==> src/rtl/lms_seq_pkg.sv <==
// Shared types and constants for the wb_lms Wishbone sequencer.
package lms_seq_pkg;

  typedef enum logic [3:0] {
    StIdle,
    StWrGamma,
    StWrClr,
    StWrDis,
    StRdMem,
    StWaitMem,
    StWrX,
    StWrD,
    StWrEn,
    StDone
  } state_e;

  // wb_lms register map
  localparam logic [31:0] LMS_CTRL_ADDR  = 32'h00;
  localparam logic [31:0] LMS_GAMMA_ADDR = 32'h08;
  localparam logic [31:0] LMS_X_ADDR     = 32'h0C;
  localparam logic [31:0] LMS_D_ADDR     = 32'h10;

  // Control register codes
  localparam logic [15:0] CTRL_CLEAR     = 16'h0008;
  localparam logic [15:0] CTRL_TRAIN_EN  = 16'h0005;
  localparam logic [15:0] CTRL_TRAIN_DIS = 16'h0004;

  // States that own a Wishbone write
  function automatic logic is_wr_state(state_e s);
    return s inside {StWrGamma, StWrClr, StWrDis, StWrX, StWrD, StWrEn};
  endfunction

endpackage

==> src/rtl/lms_wb_write_port.sv <==
// Single Wishbone write: latches address/data on req, holds them while stb is high,
// and aborts the strobe after TIMEOUT cycles without ack.
module lms_wb_write_port #(
  parameter int unsigned TIMEOUT = 255
) (
  input  logic        Clk,
  input  logic        Rst,
  input  logic        req_i,
  input  logic [31:0] addr_i,
  input  logic [15:0] data_i,
  input  logic        ack_i,
  output logic        cyc_o,
  output logic        stb_o,
  output logic        we_o,
  output logic [31:0] adr_o,
  output logic [15:0] dat_o,
  output logic        busy_o,
  output logic        done_o,
  output logic        timeout_o
);

  localparam int unsigned TW = $clog2(TIMEOUT + 1);

  logic          stb_q;
  logic [31:0]   adr_q;
  logic [15:0]   dat_q;
  logic [TW-1:0] wait_q;

  // Completion and abort are decided on the edge that samples ack
  always_comb begin
    done_o    = stb_q & ack_i;
    timeout_o = stb_q & ~ack_i & (wait_q == TW'(TIMEOUT - 1));
  end

  // Strobe, held address/data and the per-transfer wait counter
  always_ff @(posedge Clk) begin
    if (Rst) begin
      stb_q  <= 1'b0;
      adr_q  <= '0;
      dat_q  <= '0;
      wait_q <= '0;
    end else if (stb_q) begin
      if (done_o || timeout_o) begin
        stb_q <= 1'b0;
      end else begin
        wait_q <= wait_q + TW'(1);
      end
    end else if (req_i) begin
      stb_q  <= 1'b1;
      adr_q  <= addr_i;
      dat_q  <= data_i;
      wait_q <= '0;
    end
  end

  assign cyc_o  = stb_q;
  assign stb_o  = stb_q;
  assign we_o   = stb_q;
  assign adr_o  = adr_q;
  assign dat_o  = dat_q;
  assign busy_o = stb_q;

endmodule

==> src/rtl/lms_wb_sequencer.sv <==
// Wishbone master that configures wb_lms and streams (x, d) sample pairs from a
// local sample memory into its FIFO registers, in train or run mode.
module lms_wb_sequencer
  import lms_seq_pkg::*;
#(
  parameter int unsigned SAMP_AW    = 8,
  parameter logic [31:0] CTRL_ADDR  = LMS_CTRL_ADDR,
  parameter logic [31:0] GAMMA_ADDR = LMS_GAMMA_ADDR,
  parameter logic [31:0] X_ADDR     = LMS_X_ADDR,
  parameter logic [31:0] D_ADDR     = LMS_D_ADDR,
  parameter int unsigned TIMEOUT    = 255
) (
  input  logic               Clk,
  input  logic               Rst,
  input  logic               cmd_valid_i,
  output logic               cmd_ready_o,
  input  logic               cmd_train_i,
  input  logic [15:0]        cmd_gamma_i,
  input  logic [SAMP_AW:0]   cmd_len_i,
  output logic [SAMP_AW-1:0] mem_addr_o,
  output logic               mem_rd_o,
  input  logic [15:0]        mem_x_i,
  input  logic [15:0]        mem_d_i,
  output logic               wb_cyc_o,
  output logic               wb_stb_o,
  output logic               wb_we_o,
  output logic [31:0]        wb_adr_o,
  output logic [15:0]        wb_dat_o,
  input  logic               wb_ack_i,
  output logic               busy_o,
  output logic               done_o,
  output logic               err_o,
  output logic [SAMP_AW:0]   cnt_o
);

  state_e             state_q, state_d;
  logic               train_q, train_d;
  logic [15:0]        gamma_q, gamma_d;
  logic [SAMP_AW:0]   len_q, len_d;
  logic [SAMP_AW:0]   cnt_q, cnt_d, cnt_inc;
  logic [SAMP_AW-1:0] idx_q, idx_d;
  logic               err_q, err_d;
  logic [15:0]        x_q, x_d, d_q, d_d;

  logic        wr_req, wr_busy, wr_done, wr_timeout;
  logic [31:0] wr_addr;
  logic [15:0] wr_data;

  lms_wb_write_port #(
    .TIMEOUT (TIMEOUT)
  ) u_wr (
    .Clk       (Clk),
    .Rst       (Rst),
    .req_i     (wr_req),
    .addr_i    (wr_addr),
    .data_i    (wr_data),
    .ack_i     (wb_ack_i),
    .cyc_o     (wb_cyc_o),
    .stb_o     (wb_stb_o),
    .we_o      (wb_we_o),
    .adr_o     (wb_adr_o),
    .dat_o     (wb_dat_o),
    .busy_o    (wr_busy),
    .done_o    (wr_done),
    .timeout_o (wr_timeout)
  );

  // Next-state, write request and sample bookkeeping
  always_comb begin
    state_d  = state_q;
    train_d  = train_q;
    gamma_d  = gamma_q;
    len_d    = len_q;
    cnt_d    = cnt_q;
    idx_d    = idx_q;
    err_d    = err_q;
    x_d      = x_q;
    d_d      = d_q;
    wr_addr  = CTRL_ADDR;
    wr_data  = 16'h0000;
    mem_rd_o = 1'b0;
    cnt_inc  = cnt_q + (SAMP_AW + 1)'(1);
    // A write state issues its request once, in any cycle the port is idle;
    // this also gives the mandatory idle cycle after the previous ack.
    wr_req   = is_wr_state(state_q) && !wr_busy;

    case (state_q)
      StIdle: begin
        if (cmd_valid_i) begin
          train_d = cmd_train_i;
          gamma_d = cmd_gamma_i;
          len_d   = cmd_len_i;
          cnt_d   = '0;
          idx_d   = '0;
          err_d   = 1'b0;
          state_d = cmd_train_i ? StWrGamma : StWrDis;
        end
      end
      StWrGamma: begin
        wr_addr = GAMMA_ADDR;
        wr_data = gamma_q;
        if (wr_done) state_d = StWrClr;
      end
      StWrDis: begin
        wr_data = CTRL_TRAIN_DIS;
        if (wr_done) state_d = StWrClr;
      end
      StWrClr: begin
        wr_data = CTRL_CLEAR;
        if (wr_done) begin
          if (len_q == '0) state_d = train_q ? StWrEn : StDone;
          else             state_d = StRdMem;
        end
      end
      StRdMem: begin
        mem_rd_o = 1'b1;
        state_d  = StWaitMem;
      end
      StWaitMem: begin
        x_d     = mem_x_i;
        d_d     = mem_d_i;
        state_d = StWrX;
      end
      StWrX: begin
        wr_addr = X_ADDR;
        wr_data = x_q;
        if (wr_done) begin
          if (train_q) begin
            state_d = StWrD;
          end else begin
            idx_d   = idx_q + SAMP_AW'(1);
            cnt_d   = cnt_inc;
            state_d = (cnt_inc == len_q) ? StDone : StRdMem;
          end
        end
      end
      StWrD: begin
        wr_addr = D_ADDR;
        wr_data = d_q;
        if (wr_done) begin
          idx_d   = idx_q + SAMP_AW'(1);
          cnt_d   = cnt_inc;
          state_d = (cnt_inc == len_q) ? StWrEn : StRdMem;
        end
      end
      StWrEn: begin
        wr_data = CTRL_TRAIN_EN;
        if (wr_done) state_d = StDone;
      end
      StDone: state_d = StIdle;
      default: state_d = StIdle;
    endcase

    // An unanswered strobe abandons the whole sequence
    if (wr_timeout) begin
      err_d   = 1'b1;
      state_d = StDone;
    end
  end

  // Sequencer state and captured command
  always_ff @(posedge Clk) begin
    if (Rst) begin
      state_q <= StIdle;
      train_q <= 1'b0;
      gamma_q <= '0;
      len_q   <= '0;
      cnt_q   <= '0;
      idx_q   <= '0;
      err_q   <= 1'b0;
      x_q     <= '0;
      d_q     <= '0;
    end else begin
      state_q <= state_d;
      train_q <= train_d;
      gamma_q <= gamma_d;
      len_q   <= len_d;
      cnt_q   <= cnt_d;
      idx_q   <= idx_d;
      err_q   <= err_d;
      x_q     <= x_d;
      d_q     <= d_d;
    end
  end

  assign cmd_ready_o = (state_q == StIdle);
  assign busy_o      = (state_q != StIdle) && (state_q != StDone);
  assign done_o      = (state_q == StDone);
  assign err_o       = err_q;
  assign cnt_o       = cnt_q;
  assign mem_addr_o  = idx_q;

endmodule

==> config.mk <==
export PLATFORM = sky130hd
export DESIGN_NAME = lms_wb_sequencer
export DESIGN_NICKNAME = d
export VERILOG_FILES = /design/src/rtl/lms_seq_pkg.sv /design/src/rtl/lms_wb_write_port.sv /design/src/rtl/lms_wb_sequencer.sv
export SDC_FILE = /design/constraint.sdc
export NUM_CORES = 1
export LEC_CHECK = 0
export BUFFER_PORTS_ARGS = -buffer_cell sky130_fd_sc_hd__buf_2
export CORE_MARGIN = 3
export CORE_UTILIZATION = 55
export DETAILED_ROUTE_END_ITERATION = 16
export PLACE_DENSITY = 0.82
export SYNTH_ARGS = -nofsm -noshare
export SYNTH_HDL_FRONTEND = slang
export SYNTH_HIERARCHICAL = 1
export SYNTH_SLANG_ARGS = --single-unit
==> constraint.sdc <==
create_clock -name Clk -period 6.3 [get_ports Clk]
set_input_delay 0.63 -clock Clk [delete_from_list [all_inputs] [get_ports Clk]]
set_output_delay 0.63 -clock Clk [all_outputs]
set_load 0.02 [all_outputs]
; ---- Word level (Yosys, flattened, before mapping)
; Index checks and enable logic that the tools add are counted.
[word_totals]
reg_bits = 137
memories = 0
out_inout_bits = 73
mem_bits_ro = 0
latch_bits = 0
inputBits = 62
ram_bits = 0
elab_cells = 105
[classes]
n_shift = 0
multipliers = 0
n_eq_ne = 26
n_lt_le_gt_ge = 0
n_addsub = 3
mux = 36
n_bitwise = 5
n_reduce_logical = 21
div_mod_pow = 0
[ops]
columns = cell, n
row1 = one-hot mux 16 bit (6 select lines), 1
row2 = two-way mux 8 bit, 7
row3 = two-way mux 4 bit, 11
row4 = two-way mux 9 bit, 4
row5 = one-hot mux 4 bit (8 select lines), 1
row6 = one-hot mux 9 bit (3 select lines), 1
row7 = one-hot mux 8 bit (3 select lines), 1
row8 = "adder 8 x 1 -> 8 bit, second input constant", 2
row9 = "== test 4 x 3 -> 1 bit, second input constant", 4
row10 = "inequality test 3 x 1 -> 1 bit, second input constant", 5
row11 = one-hot mux 5 bit (3 select lines), 1
row12 = AND reduction 6 bit, 2
row13 = "inequality test 2 x 1 -> 1 bit, second input constant", 5
row14 = "adder 9 x 1 -> 9 bit, second input constant", 1
row15 = == test 9 bit, 1
row16 = zero test 9 bit, 1
row17 = "== test 4 x 2 -> 1 bit, second input constant", 2
row18 = "== test 4 bit, second input constant", 2
row19 = "== test 8 bit, second input constant", 1
row20 = two-way mux 1 bit, 8
row21 = AND reduction 2 bit, 4
row22 = "inequality test 2 bit, second input constant", 3
row23 = nonzero test 2 bit, 3
row24 = nonzero test 6 bit, 1
row25 = 14 further kinds, 19

; ---- Logic depth before layout (Yosys ltp)
[depth]
word_depth = 7
ltp_mapped = 11
mapped_depth_nobuf = 8

; ---- Hierarchy
; The synthesis kept the hierarchy.
[by_module_without_submodules]
columns = module, seq_area_each_um2, cells_each, instances, area_per_inst_um2
row1 = lms_wb_sequencer, 1601.5, 530, 1, 3897.5
row2 = lms_wb_write_port, 1141.1, 268, 1, 2125.8

; ---- Worst setup path after synthesis
; OpenSTA, ideal clock, no wires.
[synth_path]
path_kind = register -> register
start = reg state_q[0]
end = reg u_wr.wait_q[5]
n_path_buf = 3
slack_ns = 3.883
arrival_time_ns = 2.347
path_stages_with_launch = 11
t_required_ns = 6.230
path_cell_list = dfxtp_1 clkbuf_1 buf_1 a21oi_1 o21a_1 nor2_1 nand2b_1 buf_2 a21o_1 or4_1 a21boi_1
[synth_via]
elab_chain_cells = 5
elab_cells_between_ends = 10
[synth_rtl]
columns = item, line_no
row1 = "start, declared", lms_wb_sequencer.sv:36  ; state_e state_q, state_d;
row2 = "start signal, assigned", lms_wb_sequencer.sv:164  ; state_q <= StIdle;
row3 = "start signal, assigned", lms_wb_sequencer.sv:174  ; state_q <= state_d;
row4 = == test 4 x 1 -> 1 bit (tied with other cells), lms_seq_pkg.sv:30  ; return s inside {StWrGamma, StWrClr, StWrDis, StWrX, StWrD, StWrEn};
row5 = nonzero test 6 bit (*), lms_seq_pkg.sv:30
row6 = logical AND 1 bit (*), lms_wb_sequencer.sv:85  ; wr_req = is_wr_state(state_q) && !wr_busy;
row7 = net wr_req, lms_wb_sequencer.sv:45  ; logic wr_req, wr_busy, wr_done, wr_timeout;
row8 = nonzero test 2 bit (no line) (*), --
row9 = AND reduction 2 bit (no line) (*), --
row10 = "end signal, assigned", lms_wb_write_port.sv:46  ; wait_q <= wait_q + TW'(1);
row11 = "end, declared", lms_wb_write_port.sv:27  ; logic [TW-1:0] wait_q;
; Mark *: on every way through the listed nets, which the timed path passes. The rest lies on a longest branch.
; A chain may end at the register's enable or synchronous reset.

; ---- Worst setup path after layout
[layout_path]
start = reg state_q[3]
end = reg u_wr.wait_q[5]
; The elaborated chain is that of the path after synthesis.

==> summary.md <==
| Metric | Value |
|---|---|
| Clk sinks | 137 |
| Final wirelength | 15.5 mm |
| Slew HR | 24.3% |
| Metal1 wirelength | 6.44 mm |
| Count of state elements after synthesis | 137 |
| Critical Path AT | 3.48 ns |
| Clock Tree Buf Depth | 2 |
| Fin crit period | 3.02 ns |
| # setup viols final | 0 |
| Worst-path maximum fanout | 51 |
| Vert. Die Dim | 111 um |
| Buf/Inv on CP | 0 |
| Setup TNS | 0 ns |
| Crit path top cell by count | nor2_1 |
| Slowest cell on the critical path | and2b_2 |
| Row count | 37 |
| Status | finished, final reports clean |
| Total track usage | 25.3% |
| Clk slew on worst S/H paths | 0.07 ns |
| Worst Max-Slew Pin Slew | 1.13 ns |
| WL met2 | 7.64 mm |
| First-pass GRT wire length | 25.8 mm |
| P_leak | 2.99 nW |
| Synth Instances | 798 |
| Port bufs | 134 |
| Critical Path Sink Type | flip-flop |
| Post-route ant nets | 0 |
| Max-cap viol count | 0 |
| Final worst slack | 3.28 ns |
| Via/cell ratio | 5.46 |
| Worst skew pair latency | 0.53 ns |
| Peak supply drop | 0.212 mV |
| Synthesis-to-finish area growth | 22.9% |
| Cell area after synthesis | 0.00602 mm^2 |
| Hold WC Path Type | input port to flip-flop |
| Antenna diodes | 0 |
| Worst Path Required | 6.75 ns |
| CTS HTree Levels | 4 |
| CP delay by family, top | simple AND/OR/NAND/NOR gates |
| Fraction of layout cells with a size suffix above 1 | 19.2% |
| CTS Buf Count | 17 |
| Peak Freq | 331 MHz |
| Hold buffers post-CTS | 0 |
| Final period util | 48.0% |
| Most common cell after layout, fill and taps aside | nand2_1 |
| Final net count | 989 |
| Post-CTS setup buffers | 0 |
| GRT overflow | 0 |
| HPWL Detailed | 10.2 mm |
| DIE AREA | 0.0122 mm^2 |
| Initial DRC count | 441 |
| CTS root buf | clkbuf_8 |
| Synth unique cells | 52 |
| Top layer in use | met4 |
| Core area | 0.0105 mm^2 |
| Metal3 WL | 978 um |
| P per Cell Area | 420 mW/mm^2 |
| Starting Density | 57.3% |
| Crit Path Category | flip-flop to flip-flop |
| Routed WL per cell | 14.4 um |
| Post-cts sizing count | 0 |
| Final hold viol count | 0 |
| CP Cell Sequence | nand3_1 > o21a_1 > nor2_1 > and2b_2 > nor2_1 > or4_1 > a21boi_1 |
| Synth warn | 6 |
| Crit start category | flip-flop |
| Worst setup slack after placement | 3.33 ns |
| IO Count | 135 |
| Max-slew violations | 0 |
| Number of synthesized flops with an enable pin | 0 |
| Via count | 5853 |
| Post-synth ARST share | 0% |
| Commonest cells after routing, fill and taps aside | nand2_1 (247), dfxtp_1 (137), a21oi_1 (135) |
| Pre-Repair DR Iteration Count | 6 |
| Residual DRC count | 0 |
| Final Skew | 0.0154 ns |
| Largest net degree at the start of global routing | 90 |
| Ys flop type | dfxtp_1 |
| Die W | 111 um |
| Syn Area/Cell | 7.55 um^2 |
| GP Congestion | 0.865 |
| CTS tree | built |
| Initial antenna violation count | 0 |
| Seq/Total Area, Yosys | 45.5% |
| Slowest stage delay, CP | 0.77 ns |
| RSZ-0062 raised after global routing | no |
| Vias in the first global route | 5566 |
tightest hold or removal path, cell delays in order:
cell,delay [ns]
buf_2,0.09
nand2_1,0.04
a21oi_1,0.05
logic make-up after synthesis:
kind of cell / Yosys count / share of synthesized area (%)
AO/OA/AOI/OAI: 192 / 17.7
XOR/XNOR: 17 / 2.47
adder cells (fa/ha/maj): 4 / 0.831
buffers and inverters: 68 / 4.65
flip-flops: 137 / 45.5
multiplexers: 17 / 2.87
other: 1 / 0.0623
AND/OR/NAND/NOR: 362 / 25.8
power breakdown:
| group | leakage (nW) | total [mW] | internal (mW) | switching (mW) |
|---|---|---|---|---|
| Clock | 0.310 | 1.06 | 0.664 | 0.393 |
| Combinational | 1.57 | 0.955 | 0.291 | 0.664 |
| Sequential | 1.11 | 1.09 | 0.998 | 0.0959 |
| Total | 2.99 | 3.11 | 1.95 | 1.15 |
state kept, by name (all words and copies together) (netlist names):
register,flops
cnt_o,9
train_q,1
x_q,16
u_wr/busy_o,1
mem_addr_o,8
u_wr/dat_o,16
err_o,1
gamma_q,16
d_q,16
u_wr/wait_q,8
len_q,9
u_wr/adr_o,32
state_q,4
cell usage after synthesis, types with 3 or more instances:
cell type,number,area (um^2)
ha_1,4,50.1
nor3_1,14,70.1
inv_1,8,30.0
buf_4,4,30.0
xnor2_1,10,87.6
or3_1,3,18.8
and3_1,3,18.8
a21oi_1,135,676
nand2_1,247,927
o21ai_0,24,120
mux2i_1,15,150
nand4_1,7,43.8
a31oi_1,6,37.5
nand2b_1,5,31.3
nor2_1,34,128
nor4_1,5,31.3
clkbuf_1,52,195
o31ai_1,4,30.0
dfxtp_1,137,2740
nand3_1,20,100
a21boi_1,3,22.5
or4_1,8,60.1
nor2b_1,4,25.0
xor2_1,7,61.3
a21o_1,3,22.5
path summary, 6_finish.rpt:
check             slack, ns  cells after the start      startpoint             end
setup reg to reg       3.28                      7      state_q[3]  u_wr/wait_q[5]
hold / removal         0.34                      3    cmd_len_i[1]        len_q[1]
hold reg to reg        0.45                      2  u_wr/adr_o[11]  u_wr/adr_o[11]
setup / recovery       3.28                      7      state_q[3]  u_wr/wait_q[5]
through the flow:
| stage | instances | hold WS [ns] | power [mW] | utilization, % | instance area, um^2 |
|---|---|---|---|---|---|
| CTS | 1072 | 0.326 | 3.11 | 70.4 | 7400 |
| detailed placement | 1040 | 0.443 | 2.05 | 64.4 | 6760 |
| floorplan | 826 | 0.433 | 1.82 | - | 6130 |
| finish | 1072 | 0.336 | 3.11 | 70.4 | 7400 |
| global placement | 1040 | 0.441 | 2.04 | 64.4 | 6760 |
| global route | 1072 | 0.329 | 3.29 | 70.4 | 7400 |
layer usage:
layer	track usage (%)	vias to the layer above
met5	0	-
met4	9.61	0
met3	6.17	36
met2	42.5	209
met1	31.5	2681
li1	-	2927
area by class of cell:
type	count	area, um^2
clock buffer	18	428
inverter	8	30.0
clock inverter	14	211
timing repair buffer	138	703
multi-input combinational	621	3120
sequential	137	2740
tap	136	170
fill	871	3110
(Power assumes the default switching activity.)
